==> config.mk <==
export PLATFORM = sky130hd
export DESIGN_NAME = terrain_controller
export DESIGN_NICKNAME = d
export VERILOG_FILES = /design/src/rtl/terrain_controller.sv
export SDC_FILE = /design/constraint.sdc
export NUM_CORES = 1
export LEC_CHECK = 0
export CAP_MARGIN = 20
export CELL_PAD_IN_SITES_DETAIL_PLACEMENT = 1
export CELL_PAD_IN_SITES_GLOBAL_PLACEMENT = 1
export CORE_ASPECT_RATIO = 0.6
export CORE_UTILIZATION = 36
export CTS_CLUSTER_DIAMETER = 120
export DETAILED_ROUTE_END_ITERATION = 8
export HOLD_SLACK_MARGIN = 0.12
export PLACE_DENSITY_LB_ADDON = 0.1
export SKIP_LAST_GASP = 1
export SLEW_MARGIN = 30
export SYNTH_ARGS = -nofsm -noshare
export SYNTH_HDL_FRONTEND = slang
export SYNTH_SLANG_ARGS = --single-unit
export TNS_END_PERCENT = 20
==> constraint.sdc <==
create_clock -name clk_i -period 2.75 [get_ports clk_i]
set_clock_uncertainty 0.1 [all_clocks]
set_input_delay 0.55 -clock clk_i [delete_from_list [all_inputs] [get_ports clk_i]]
set_output_delay 0.55 -clock clk_i [all_outputs]
set_load 0.05 [all_outputs]
==> src/rtl/terrain_controller.sv <==
`default_nettype none
// ============================================================================
// Module : terrain_controller (with terrain_rom map store)
// Ground-map column lookup, terrain pixel colour, collision and scroll FSM.
// Rev    : 1.0
// ============================================================================

module terrain_rom (
    input  logic        clk_i,
    input  logic [7:0]  addr,
    output logic [17:0] data_o
);
    logic [17:0] data_d;
    logic [17:0] data_q;

    // {upper, lower}; odd segments beyond the start area have no platform
    always_comb begin
        data_d = 18'd0;
        case (addr)
            8'd0:    data_d = {9'd100, 9'd300};
            8'd1:    data_d = {9'h1FF, 9'd250};
            default: data_d = {(addr[0] ? 9'h1FF : 9'd120), 9'd240 + {4'd0, addr[4:0]}};
        endcase
    end

    always_ff @(posedge clk_i) begin
        data_q <= data_d;
    end

    assign data_o = data_q;
endmodule

module terrain_controller #(
    parameter int          H_TOTAL   = 1344,
    parameter int          SEG_SHIFT = 5,
    parameter int          MAP_SEGS  = 256,
    parameter int          SCROLL_DX = 2,
    parameter int          PLAT_T    = 8,
    parameter int          CHAR_MID  = 160,
    parameter logic [8:0]  NO_SURF   = 9'h1FF
) (
    input  logic        clk_i,
    input  logic        rst_i,
    input  logic        disp_active,
    input  logic        scrn_refresh,
    input  logic        fwd,
    input  logic        rvs,
    input  logic        char_body,
    input  logic [10:0] pix_x,
    input  logic [10:0] pix_y,
    output logic [8:0]  ht_upper,
    output logic [8:0]  ht_lower,
    output logic        terrain_active,
    output logic [11:0] color_o,
    output logic [12:0] scroll_x,
    output logic        blocked
);
    localparam int AW = $clog2(MAP_SEGS);

    localparam logic [2:0] S_IDLE  = 3'd0;
    localparam logic [2:0] S_FWD   = 3'd1;
    localparam logic [2:0] S_RVS   = 3'd2;
    localparam logic [2:0] S_BLK_F = 3'd3;
    localparam logic [2:0] S_BLK_R = 3'd4;

    logic [10:0]   w_col;
    logic [12:0]   w_world;
    logic [AW-1:0] addr_d, addr_q;
    logic [1:0]    vld_d, vld_q;
    logic [17:0]   w_rom_data;
    logic [8:0]    ht_upper_d, ht_upper_q, ht_lower_d, ht_lower_q;
    logic          w_up_hit, w_low_hit, w_surface, w_hit, w_front;
    logic          hit_f_d, hit_f_q, hit_b_d, hit_b_q;
    logic [2:0]    state_d, state_q;
    logic [12:0]   scroll_d, scroll_q;
    logic          w_f_only, w_r_only;

    // Fetch three columns ahead so the registered heights line up with pix_x
    always_comb begin
        w_col   = (pix_x >= 11'(H_TOTAL - 3)) ? pix_x - 11'(H_TOTAL - 3) : pix_x + 11'd3;
        w_world = scroll_q + {2'b00, w_col};
        addr_d  = w_world[SEG_SHIFT +: AW];
        vld_d   = {vld_q[0], 1'b1};
        ht_upper_d = vld_q[1] ? w_rom_data[17:9] : NO_SURF;
        ht_lower_d = vld_q[1] ? w_rom_data[8:0]  : NO_SURF;
    end

    terrain_rom u_rom (
        .clk_i  (clk_i),
        .addr   (addr_q),
        .data_o (w_rom_data)
    );

    always_comb begin
        w_low_hit = (ht_lower_q != NO_SURF) && (pix_y >= {2'b00, ht_lower_q});
        w_up_hit  = (ht_upper_q != NO_SURF) && (pix_y >= {2'b00, ht_upper_q})
                    && (pix_y < {2'b00, ht_upper_q} + 11'(PLAT_T));
        w_surface = ((ht_upper_q != NO_SURF) && (pix_y == {2'b00, ht_upper_q}))
                    || ((ht_lower_q != NO_SURF) && (pix_y == {2'b00, ht_lower_q}));
        terrain_active = disp_active && (w_low_hit || w_up_hit);
        color_o = terrain_active ? (w_surface ? 12'hAAA : 12'h555) : 12'h000;
    end

    // A hit seen on the refresh cycle itself survives the clear for next frame
    always_comb begin
        w_hit   = char_body && terrain_active;
        w_front = (pix_x >= 11'(CHAR_MID));
        hit_f_d = (scrn_refresh ? 1'b0 : hit_f_q) | (w_hit & w_front);
        hit_b_d = (scrn_refresh ? 1'b0 : hit_b_q) | (w_hit & ~w_front);
    end

    always_comb begin
        state_d  = state_q;
        scroll_d = scroll_q;
        w_f_only = fwd & ~rvs;
        w_r_only = rvs & ~fwd;
        if (scrn_refresh) begin
            case (state_q)
                S_IDLE: begin
                    if (w_f_only) begin
                        state_d  = S_FWD;
                        scroll_d = scroll_q + 13'(SCROLL_DX);
                    end else if (w_r_only) begin
                        state_d  = S_RVS;
                        scroll_d = scroll_q - 13'(SCROLL_DX);
                    end
                end
                S_FWD: begin
                    if (w_r_only) begin
                        state_d  = S_RVS;
                        scroll_d = scroll_q - 13'(SCROLL_DX);
                    end else if (!w_f_only) begin
                        state_d  = S_IDLE;
                    end else if (hit_f_q) begin
                        state_d  = S_BLK_F;
                    end else begin
                        scroll_d = scroll_q + 13'(SCROLL_DX);
                    end
                end
                S_RVS: begin
                    if (w_f_only) begin
                        state_d  = S_FWD;
                        scroll_d = scroll_q + 13'(SCROLL_DX);
                    end else if (!w_r_only) begin
                        state_d  = S_IDLE;
                    end else if (hit_b_q) begin
                        state_d  = S_BLK_R;
                    end else begin
                        scroll_d = scroll_q - 13'(SCROLL_DX);
                    end
                end
                S_BLK_F: begin
                    if (w_r_only) begin
                        state_d  = S_RVS;
                        scroll_d = scroll_q - 13'(SCROLL_DX);
                    end else if (!fwd && !rvs) begin
                        state_d  = S_IDLE;
                    end
                end
                S_BLK_R: begin
                    if (w_f_only) begin
                        state_d  = S_FWD;
                        scroll_d = scroll_q + 13'(SCROLL_DX);
                    end else if (!fwd && !rvs) begin
                        state_d  = S_IDLE;
                    end
                end
                default: state_d = S_IDLE;
            endcase
        end
    end

    always_ff @(posedge clk_i) begin
        if (rst_i) begin
            addr_q     <= '0;
            vld_q      <= 2'b00;
            ht_upper_q <= NO_SURF;
            ht_lower_q <= NO_SURF;
            hit_f_q    <= 1'b0;
            hit_b_q    <= 1'b0;
            state_q    <= S_IDLE;
            scroll_q   <= 13'd0;
        end else begin
            addr_q     <= addr_d;
            vld_q      <= vld_d;
            ht_upper_q <= ht_upper_d;
            ht_lower_q <= ht_lower_d;
            hit_f_q    <= hit_f_d;
            hit_b_q    <= hit_b_d;
            state_q    <= state_d;
            scroll_q   <= scroll_d;
        end
    end

    assign ht_upper = ht_upper_q;
    assign ht_lower = ht_lower_q;
    assign scroll_x = scroll_q;
    assign blocked  = (state_q == S_BLK_F) || (state_q == S_BLK_R);
endmodule

`default_nettype wire

; ---- Word level (Yosys, flattened, before mapping)
; Cells that the tools add are included.
; Widths: inputs -> output; s select.
[classes]
add_sub_neg = 7
order_cmp = 5
eq_ne = 17
mux = 30
bitwise_logic = 10
reduce_logical = 19
[op_table]
columns = op, n
row1 = $mux 13, 9
row2 = $pmux 13 s5, 1
row3 = $pmux 18 s2, 1
row4 = $mux 3, 11
row5 = $mux 12, 2
row6 = $eq 11x9->1, 2
row7 = $ge 11x9->1, 2
row8 = $ne 9x9->1 const B, 2
row9 = $ne 3x3->1 const B, 5
row10 = $pmux 3 s5, 1
row11 = $add 13x11->13, 1
row12 = $add 13x2->13 const B, 1
row13 = $sub 13x2->13 const B, 1
row14 = $add 11x2->11 const B, 1
row15 = $ge 11x11->1 const B, 1
row16 = $ge 11x8->1 const B, 1
row17 = $lt 11x10->1, 1
row18 = $mux 11, 1
row19 = $sub 11x11->11 const B, 1
row20 = $add 9x4->10 const B, 1
row21 = $add 8x5->9 const A, 1
row22 = $mux 9, 1
row23 = $eq 8x1->1 const B, 1
row24 = $logic_and 1x1->1, 8
row25 = other kinds (17), 31
[word_totals]
reg_bits = 64
in_bits = 29

; ---- Longest topological paths before layout
; Gate-level depths: netlist (run 1).
[depth]
depth_word = 8
mapped_depth = 14
ltp_nobuf = 14

; ---- By module
; Synthesis (run 1) repeated with hierarchy kept, for this count alone.
[unflattened]
cells_unflattened = 644
hier_area_um2 = 5027.3
[by_module_without_submodules]
columns = module, instances, cells_per_inst, area_per_inst_um2
row1 = terrain_controller, 1, 610, 4660.7
row2 = terrain_rom, 1, 34, 366.6

; ---- Worst setup path before layout (run 1)
; Ideal clock, no wire load.
[synth_timing]
kind = register to output
startpoint = register ht_upper_q[4], in the netlist ht_upper[4]
endpoint = output port color_o[10]
arrival_time_ps = 3886
setup_slack_ps = -1786
stages_incl_launch_ff = 9
path_buffers = 1
path_cell_list = dfxtp_1 inv_1 ha_1 ha_1 a211o_1 o221ai_1 a221oi_1 nor3b_1 buf_4
[synth_between]
elab_chain_len = 6
elab_cells_between_ends = 13
[synth_lines]
columns = element, line_no
row1 = start: declaration, 71  ; logic [8:0] ht_upper_d, ht_upper_q, ht_lower_d, ht_lower_q;
row2 = start signal: assignment, 186  ; ht_upper_q <= ht_upper_d;
row3 = "$add 9x4->10, or another cell as far along", 97  ; && (pix_y < {2'b00, ht_upper_q} + 11'(PLAT_T));
row4 = $lt 11x10->1 / $logic_and 1x1->1 (equally long branches), "97, 96"
row5 = $logic_and 1x1->1, 97
row6 = $logic_or 1x1->1, 100  ; terrain_active = disp_active && (w_low_hit || w_up_hit);
row7 = $logic_and 1x1->1, 100
row8 = $mux 12 (*), 101  ; color_o = terrain_active ? (w_surface ? 12'hAAA : 12'h555) : 12'h000;
row9 = end: declaration, 54  ; output logic [11:0] color_o,
; Mark *: on every way between the ends. The rest lies on a longest branch, timed or not.

; ---- Worst setup path after layout (run 1)
[layout_timing]
startpoint = input port pix_y[3]
endpoint = output port color_o[3]
[layout_between]
elab_chain_len = 6
elab_cells_between_ends = 15
[layout_lines]
columns = element, line_no
row1 = start: declaration, 50  ; input logic [10:0] pix_y,
row2 = $ge 11x9->1, 96  ; w_up_hit = (ht_upper_q != NO_SURF) && (pix_y >= {2'b00, ht_upper_q})
row3 = $logic_and 1x1->1, 96
row4 = $logic_and 1x1->1, 97
row5 = $logic_or 1x1->1, 100
row6 = $logic_and 1x1->1, 100
row7 = $mux 12 (*), 101
; Marks and branches as above.

==> impl_metrics.py, run 1 <==
metrics = {
    "run_status": {
        "status": "finished, violations left",
        "violations": "negative setup slack",
    },
    "power_and_ir_drop": {
        "ir_worst_vdd_mv": 0.2550,
        "p_sw_share_pct": 42.33,
        "p_per_area_nw_per_um2": 514.7,
        "power_leakage_nw": 2.979,
        "power_frac_seq_pct": 25.5,
        "power.share.clock_pct": 17.9,
        "p_int_mw": 2.039,
        "power.switching_mw": 1.497,
        "power.total_mw": 3.537,
        "power_frac_comb_pct": 56.6,
    },
    "place": {
        "gp_congestion": 0.9080,
        "placed_cell_area_sq_um": 6299,
        "dp_slack_ns": -1.192,
        "portBuffers": 70,
        "dpl.hpwl_um": 14630,
        "placedCellCount": 921,
    },
    "sta": {
        "fin_ws_ns": -0.5456,
        "tns_ns": -9.766,
        "drv_slew": 0,
        "fin_crit_ns": 3.296,
        "slew_headroom_pct": 43.67,
        "setup_violations": 31,
        "period_share_pct": 119.8,
        "rsz0062_at_grt": "true",
        "fmax_mhz": 303.4,
        "worst_slew_pin_slew_ns": 0.8332,
        "whs_ns": 0.3203,
        "timing.final.hold_violations": 0,
    },
    "final_layout": {
        "fin_cells": 940,
        "drive_gt1_share_pct": 30.58,
        "antenna_cells": 0,
        "finalNetCount": 848,
        "final_area_sq_um": 6872,
        "post-route-util_pct": 56.24,
        "areaGrowthSynthToFinish_pct": 50.30,
        "fill_cells": 1491,
    },
    "clock_network": {
        "cts-root-buf": "clkbuf_16",
        "h-tree-depth": 2,
        "numCtsBuffers": 5,
        "tritoncts": "yes",
        "clk_pin_slew_ns": 0.07,
        "clock_path_buffers": 2,
        "clk_latency_ns": 0.30,
        "clock_sinks": 47,
    },
    "critical_path": {
        "crit_type": "primary input to primary output",
        "critical_path_cell_count": 9,
        "slowest_delay_ns": 0.34,
        "crit_arrival_ns": 2.65,
        "end_kind": "primary output",
        "critPathTopFamily": "buffers and inverters",
        "crit_path_start": "pix_y[3]",
        "rr_startpoint": "scroll_x[1]$_SDFFE_PP0P_",
        "start_kind": "primary input",
        "rr_worst_depth": 9,
        "r2r-end": "scroll_x[9]$_SDFFE_PP0P_",
        "r2r_slack_ns": 0.03,
        "path_buf_inv": 4,
        "worstPathMaxFanout": 6,
        "crit_chain": "dlygate4sd2_1 > buf_4 > ha_1 > a21oi_1 > o21ai_2 > a221oi_4 > buf_6 > and3b_2 > buf_8",
        "critical_path_required_ns": 2.10,
        "crit_slowest_cell": "a221oi_4",
    },
    "synthesis": {
        "syn_inst": 609,
        "synth-edff-count": 0,
        "synth.avg_cell_area_sq_um": 7.507,
        "ys_seq_elements": 47,
        "async_reset_ff_share_pct": 0,
        "syn_area_sq_um": 4572,
        "synthFlopType": "dfxtp_1",
        "yosys_warnings": 0,
        "synth-seq-area-share_pct": 20.58,
        "synth_cell_type_count": 66,
    },
    "grt": {
        "grt_pass1_wl_um": 29100,
        "antenna_found_initial": 0,
        "grt_max_degree": 24,
        "grt_use_total_pct": 29.01,
        "grt-ovfl-total": 0,
        "grt_pass1_vias": 5431,
    },
    "route": {
        "firstDrtPassIters": 5,
        "drtIter0Drc": 255,
        "maxUsedRoutingLayer": "met5",
        "drt-total-wl_um": 19340,
        "avgViaCountPerCell": 5.633,
        "post_drt_wl_per_cell_um": 20.57,
        "wl_met3_um": 1463,
        "route.met2.wl_um": 8583,
        "route.detailed.drc": 0,
        "drtAntennaViolNets": 0,
        "num_vias": 5295,
        "wl_met1_um": 9053,
    },
    "min_path": {
        "hp-class": "register to register",
        "hold_path_end": "ht_lower[5]$_SDFF_PP1_",
        "worstHoldStart": "u_rom.data_o[5]$_DFF_P_",
        "hold_depth": 1,
    },
    "floorplan": {
        "core_sq_um": 12220,
        "die_area_sq_um": 13170,
        "start_util_pct": 37.42,
        "die_h_um": 89.29,
        "die_w_um": 147.5,
        "rows": 31,
        "ios": 74,
    },
    "job": {
        "max-cap-violations": 0,
    },
}
-- synth_stat cells, types with 8 or more instances --
cell | number | share of area (%)
nand2b_1 | 19 | 2.6
o21ai_0 | 34 | 3.7
buf_4 | 19 | 3.1
nor3_1 | 20 | 2.2
nor2b_1 | 13 | 1.8
dfxtp_1 | 47 | 21
nor2_1 | 48 | 3.9
ha_1 | 45 | 12
a21o_1 | 12 | 2.0
o211ai_1 | 8 | 1.3
nand2_1 | 48 | 3.9
nand3_1 | 15 | 1.6
nand4_1 | 12 | 1.6
nor4_1 | 8 | 1.1
a21oi_1 | 36 | 3.9
clkbuf_1 | 31 | 2.5
xnor2_1 | 23 | 4.4
inv_1 | 30 | 2.5
mux2i_1 | 8 | 1.8
xor2_1 | 15 | 2.9
-- how the worst max path moves through the flow --
| stage | to |
|---|---|
| floorplan | color_o[10] |
| global placement | addr_q[7]$_SDFF_PP0_ |
| detailed placement | addr_q[7]$_SDFF_PP0_ |
| CTS | color_o[3] |
| global route | color_o[11] |
| finish | color_o[3] |
-- cells by family (layout without fill, tap and decap cells) --
logic type,Yosys count,count (layout),synth area share [%]
flops,47,47,20.58
mux,9,9,1.998
fa+ha+maj,45,45,12.32
other cells,2,3,0.1643
xor+xnor,38,38,7.280
compound gates,158,158,23.24
simple gates,225,225,25.73
buf+inv,85,250,8.703
-- flip-flops by register name, summed over array words and instances (netlist names) --
signal and count:
vld_q 2, hit_b_q 1, hit_f_q 1, scroll_x 12
ht_upper 3, ht_lower 7, u_rom.data_o 10, state_q 3
addr_q 8
-- power by group through the flow --
stage	Sequential [mW]	Combinational [mW]	Clock, mW
finish	0.902	2.00	0.632
global route	0.913	2.14	0.680
CTS	0.897	1.92	0.654
detailed placement	0.910	1.84	0
global placement	0.901	1.77	0
floorplan	0.984	0.998	0
-- cell usage in the layout, fill, tap and decap left out, drive strengths merged, types with 8 or more instances in the layout --
cell type	Yosys	final
buf	24	157
nor2	48	48
nand2	48	48
dfxtp	47	47
clkdlybuf4s50	0	45
ha	45	45
a21oi	36	36
o21ai	34	34
inv	30	32
xnor2	23	23
nor3	20	20
nand2b	19	19
xor2	15	15
nand3	15	15
nor2b	13	13
nand4	12	12
a21o	12	12
mux2i	8	8
o211ai	8	8
nor4	8	8
clkbuf	31	8
-- layout make-up --
type / count / area (sq um) / area share, %
clock buffer: 5 / 125.1 / 1.821
clock inverter: 3 / 22.52 / 0.3277
inverter: 30 / 120.1 / 1.748
multi-input combinational: 478 / 3587 / 52.20
sequential: 47 / 954.7 / 13.89
tap: 165 / 206.4 / 3.004
timing repair buffer: 212 / 1856 / 27.00
-- layer usage --
| layer | track usage (%) | up-vias |
|---|---|---|
| met5 | 0 | - |
| met4 | 5.998 | 2 |
| met3 | 7.398 | 21 |
| met2 | 47.34 | 188 |
| met1 | 38.91 | 2578 |
| li1 | - | 2506 |
-- repair_timing --
item	CTS	global route
hold endpoints to repair	0	0
setup endpoints to repair	30	34
setup buffers	6	5
resized for setup	66	23
pin swaps	32	19
hold buffers	0	0
Note: power is estimated with default switching activity, not from simulation.
==> run 2, diff against run 1 <==
--- a/config.mk
+++ b/config.mk
@@ -5,13 +5,15 @@
 export SDC_FILE = /design/constraint.sdc
 export NUM_CORES = 1
 export LEC_CHECK = 0
+export ABC_AREA = 1
 export CAP_MARGIN = 20
 export CELL_PAD_IN_SITES_DETAIL_PLACEMENT = 1
 export CELL_PAD_IN_SITES_GLOBAL_PLACEMENT = 1
 export CORE_ASPECT_RATIO = 0.6
-export CORE_UTILIZATION = 36
+export CORE_UTILIZATION = 35
 export CTS_CLUSTER_DIAMETER = 120
 export DETAILED_ROUTE_END_ITERATION = 8
+export GPL_ROUTABILITY_DRIVEN = 0
 export HOLD_SLACK_MARGIN = 0.12
 export PLACE_DENSITY_LB_ADDON = 0.1
 export SKIP_LAST_GASP = 1
==> run 2 against run 1 <==
Compared with the run above: the flow finishes with violations (design-rule violations, negative setup slack); sequential share of layout area about the same; combinational power grew 6%; synthesized cell count is 25% higher; count of clock-buffer cells in the layout is the same.
==> impl_metrics.py, run 2 <==
metrics = {
    "power_and_ir_drop": {
        "p_per_area_nw_per_um2": 545.5,
        "ir_worst_vdd_mv": 0.2477,
        "power.total_mw": 3.780,
        "power_leakage_nw": 3.317,
    },
    "min_path": {
        "worstHoldStart": "addr_q[0]$_SDFF_PP0_",
        "hold_depth": 0,
        "hold_path_end": "u_rom.data_o[16]$_DFF_P_",
        "hp-class": "register to register",
    },
    "grt": {
        "grt_use_total_pct": 27.14,
        "grt-ovfl-total": 0,
        "antenna_found_initial": 0,
        "grt_pass1_wl_um": 29930,
        "grt_max_degree": 22,
        "grt_pass1_vias": 5761,
    },
    "job": {
        "max-cap-violations": 0,
    },
    "floorplan": {
        "die_w_um": 152.3,
        "ios": 74,
        "rows": 32,
        "die_h_um": 92.18,
        "start_util_pct": 36.45,
        "die_area_sq_um": 14040,
        "core_sq_um": 13010,
    },
    "synthesis": {
        "synthTopCellsByCount": "nand2_1, inv_1, nor2_1",
        "synth_compound_area_share_pct": 14.35,
        "async_reset_ff_share_pct": 0,
        "ys_seq_elements": 47,
        "synth_top_cell_area_share_pct": 19.84,
        "synth-edff-count": 0,
        "synth.avg_cell_area_sq_um": 6.217,
        "synth_top_family_by_area": "simple AND/OR/NAND/NOR gates",
        "syn_inst": 763,
        "synth_cell_type_count": 48,
        "yosys_warnings": 0,
        "synthXorXnorAreaFrac_pct": 4.062,
        "yosys.area_share.simple_pct": 35.58,
        "yosysTopAreaCell": "dfxtp_1",
        "yosys-top-cells-area": "dfxtp_1, nand2_1, ha_1",
        "synth-seq-area-share_pct": 19.84,
        "syn_area_sq_um": 4743,
        "yosysMostFrequentCell": "nand2_1",
        "synth_adder_area_share_pct": 11.87,
        "synthFlopType": "dfxtp_1",
        "synthMuxAreaShare_pct": 0,
    },
    "clock_network": {
        "hold_buffers": 0,
        "tritoncts": "yes",
        "clock_sinks": 47,
        "cts-root-buf": "clkbuf_16",
        "h-tree-depth": 2,
        "clk_pin_slew_ns": 0.07,
        "clock_path_buffers": 2,
        "numCtsBuffers": 5,
        "clk_latency_ns": 0.30,
    },
    "critical_path": {
        "r2r-end": "hit_b_q$_SDFF_PP0_",
        "critical_path_required_ns": 2.10,
        "r2r_slack_ns": 0.40,
        "critPathTopFamily": "simple AND/OR/NAND/NOR gates",
        "rr_startpoint": "ht_upper[7]$_SDFF_PP1_",
        "rr_worst_depth": 14,
        "crit_type": "register to primary output",
        "crit_chain": "clkinvlp_4 > buf_6 > ha_4 > nand2_2 > o21ai_2 > buf_4 > and3_4 > nor2_1 > nand3_1 > nand2_2 > nand2_4 > clkinvlp_4 > and2_4 > buf_8",
        "end_kind": "primary output",
        "slowest_delay_ns": 0.40,
        "worstPathMaxFanout": 6,
        "start_kind": "register",
        "crit_arrival_ns": 2.56,
        "crit_slowest_cell": "dfxtp_4",
        "path_buf_inv": 5,
    },
    "sta": {
        "drv_slew": 0,
        "worst_slew_pin_slew_ns": 0.7894,
        "fin_crit_ns": 3.212,
        "setup_violations": 15,
        "tns_ns": -5.878,
        "timing.final.hold_violations": 0,
        "period_share_pct": 116.8,
        "rsz0062_at_grt": "true",
        "whs_ns": 0.2894,
        "slew_headroom_pct": 47.18,
        "fin_ws_ns": -0.4616,
        "fmax_mhz": 311.4,
    },
    "final_layout": {
        "antenna_cells": 0,
        "fill_cells": 1654,
        "finalNetCount": 964,
        "largest_reg_flops": 12,
        "layout_commonest_cell": "nand2_1",
        "layout_common_cells": "nand2_1, inv_1, buf_4",
        "areaGrowthSynthToFinish_pct": 46.11,
        "drive_gt1_share_pct": 27.16,
    },
    "route": {
        "post_drt_wl_per_cell_um": 18.71,
        "firstDrtPassIters": 6,
        "drtIter0Drc": 279,
        "drt-total-wl_um": 19860,
        "drtAntennaViolNets": 0,
        "route.detailed.drc": 2,
        "avgViaCountPerCell": 5.313,
        "num_vias": 5637,
    },
    "place": {
        "dpl.hpwl_um": 14280,
        "dp_slack_ns": -0.9207,
        "portBuffers": 70,
    },
    "run_status": {
        "status": "finished, violations left",
        "violations": "design-rule violations, negative setup slack",
    },
}
## run 2: cell count changes after synthesis, moves of 13 or more
cell      delta
clkbuf_1    -25
inv_1       +69
nand2_1    +142
nand2b_1    -19
nand3_1     +49
nor2_1      +20
nor2b_1     -13
xnor2_1     -19
## run 2: stage by stage
stage               std cells  util, %  instance area (sq um)
floorplan                 764        -                   4848
global placement         1039    46.84                   6095
detailed placement       1039    46.84                   6095
CTS                      1053    50.74                   6603
global route             1061    53.26                   6930
finish                   1061    53.26                   6930
## run 2: cells by family (layout without fill, tap and decap cells)
logic type	count (synthesis)	after routing
and+or+nand+nor	380	380
xor gates and xnor gates	22	22
buffers and inverters	147	274
AOI/OAI and AO/OA	120	120
other	2	3
DFF	47	47
adders and majority gates	45	45
## run 2: how the worst max path moves through the flow
stage | depth (start not counted) | startpoint | endpoint | slack, ns
floorplan | 13 | ht_upper[4]$_SDFF_PP1_ | color_o[10] | -0.24
global placement | 21 | pix_x[3] | addr_q[7]$_SDFF_PP0_ | -0.70
detailed placement | 22 | pix_x[3] | addr_q[7]$_SDFF_PP0_ | -0.92
CTS | 12 | ht_upper[7]$_SDFF_PP1_ | color_o[6] | -0.33
global route | 14 | ht_upper[7]$_SDFF_PP1_ | color_o[6] | -0.55
finish | 14 | ht_upper[7]$_SDFF_PP1_ | color_o[6] | -0.46
## run 2: what timing repair did
action / in CTS / in global routing
setup endpoints to repair: 20 / 20
resized for setup: 75 / 93
pin swaps: 30 / 48
setup buffers: 6 / 8
## run 2: routing by layer
| layer | global-route usage, % | up-vias | wire length [um] |
|---|---|---|---|
| met3 | 5.577 | 25 | 957 |
| li1 | - | 2714 | - |
| met5 | 0 | - | 0 |
| met1 | 35.49 | 2754 | 9160 |
| met2 | 45.93 | 144 | 9461 |
| met4 | 5.867 | 0 | 276 |
## run 2: power by group
part	internal (mW)	switching (mW)
Combinational	0.794	1.33
Clock	0.430	0.292
Sequential	0.806	0.127
## run 2: final cells by class
cell class,instances,area (sq um),area share [%]
clock buffers,5,125.1,1.805
clock inverters,3,43.79,0.6319
inverters,108,425.4,6.138
multi-input cells,570,3642,52.55
flip-flops and latches,47,960.9,13.87
well taps,170,212.7,3.069
repair buffers,158,1520,21.94
## run 2: worst register-to-register path, cell delays in order (launching register included)
cell        delay, ns
dfxtp_4          0.40
clkinvlp_4       0.12
buf_6            0.13
ha_4             0.23
nand2_2          0.06
o21ai_2          0.05
buf_4            0.13
and3_4           0.14
nor2_1           0.15
nand3_1          0.12
nand2_2          0.14
buf_4            0.13
buf_4            0.10
nand4_1          0.13
a21oi_1          0.16
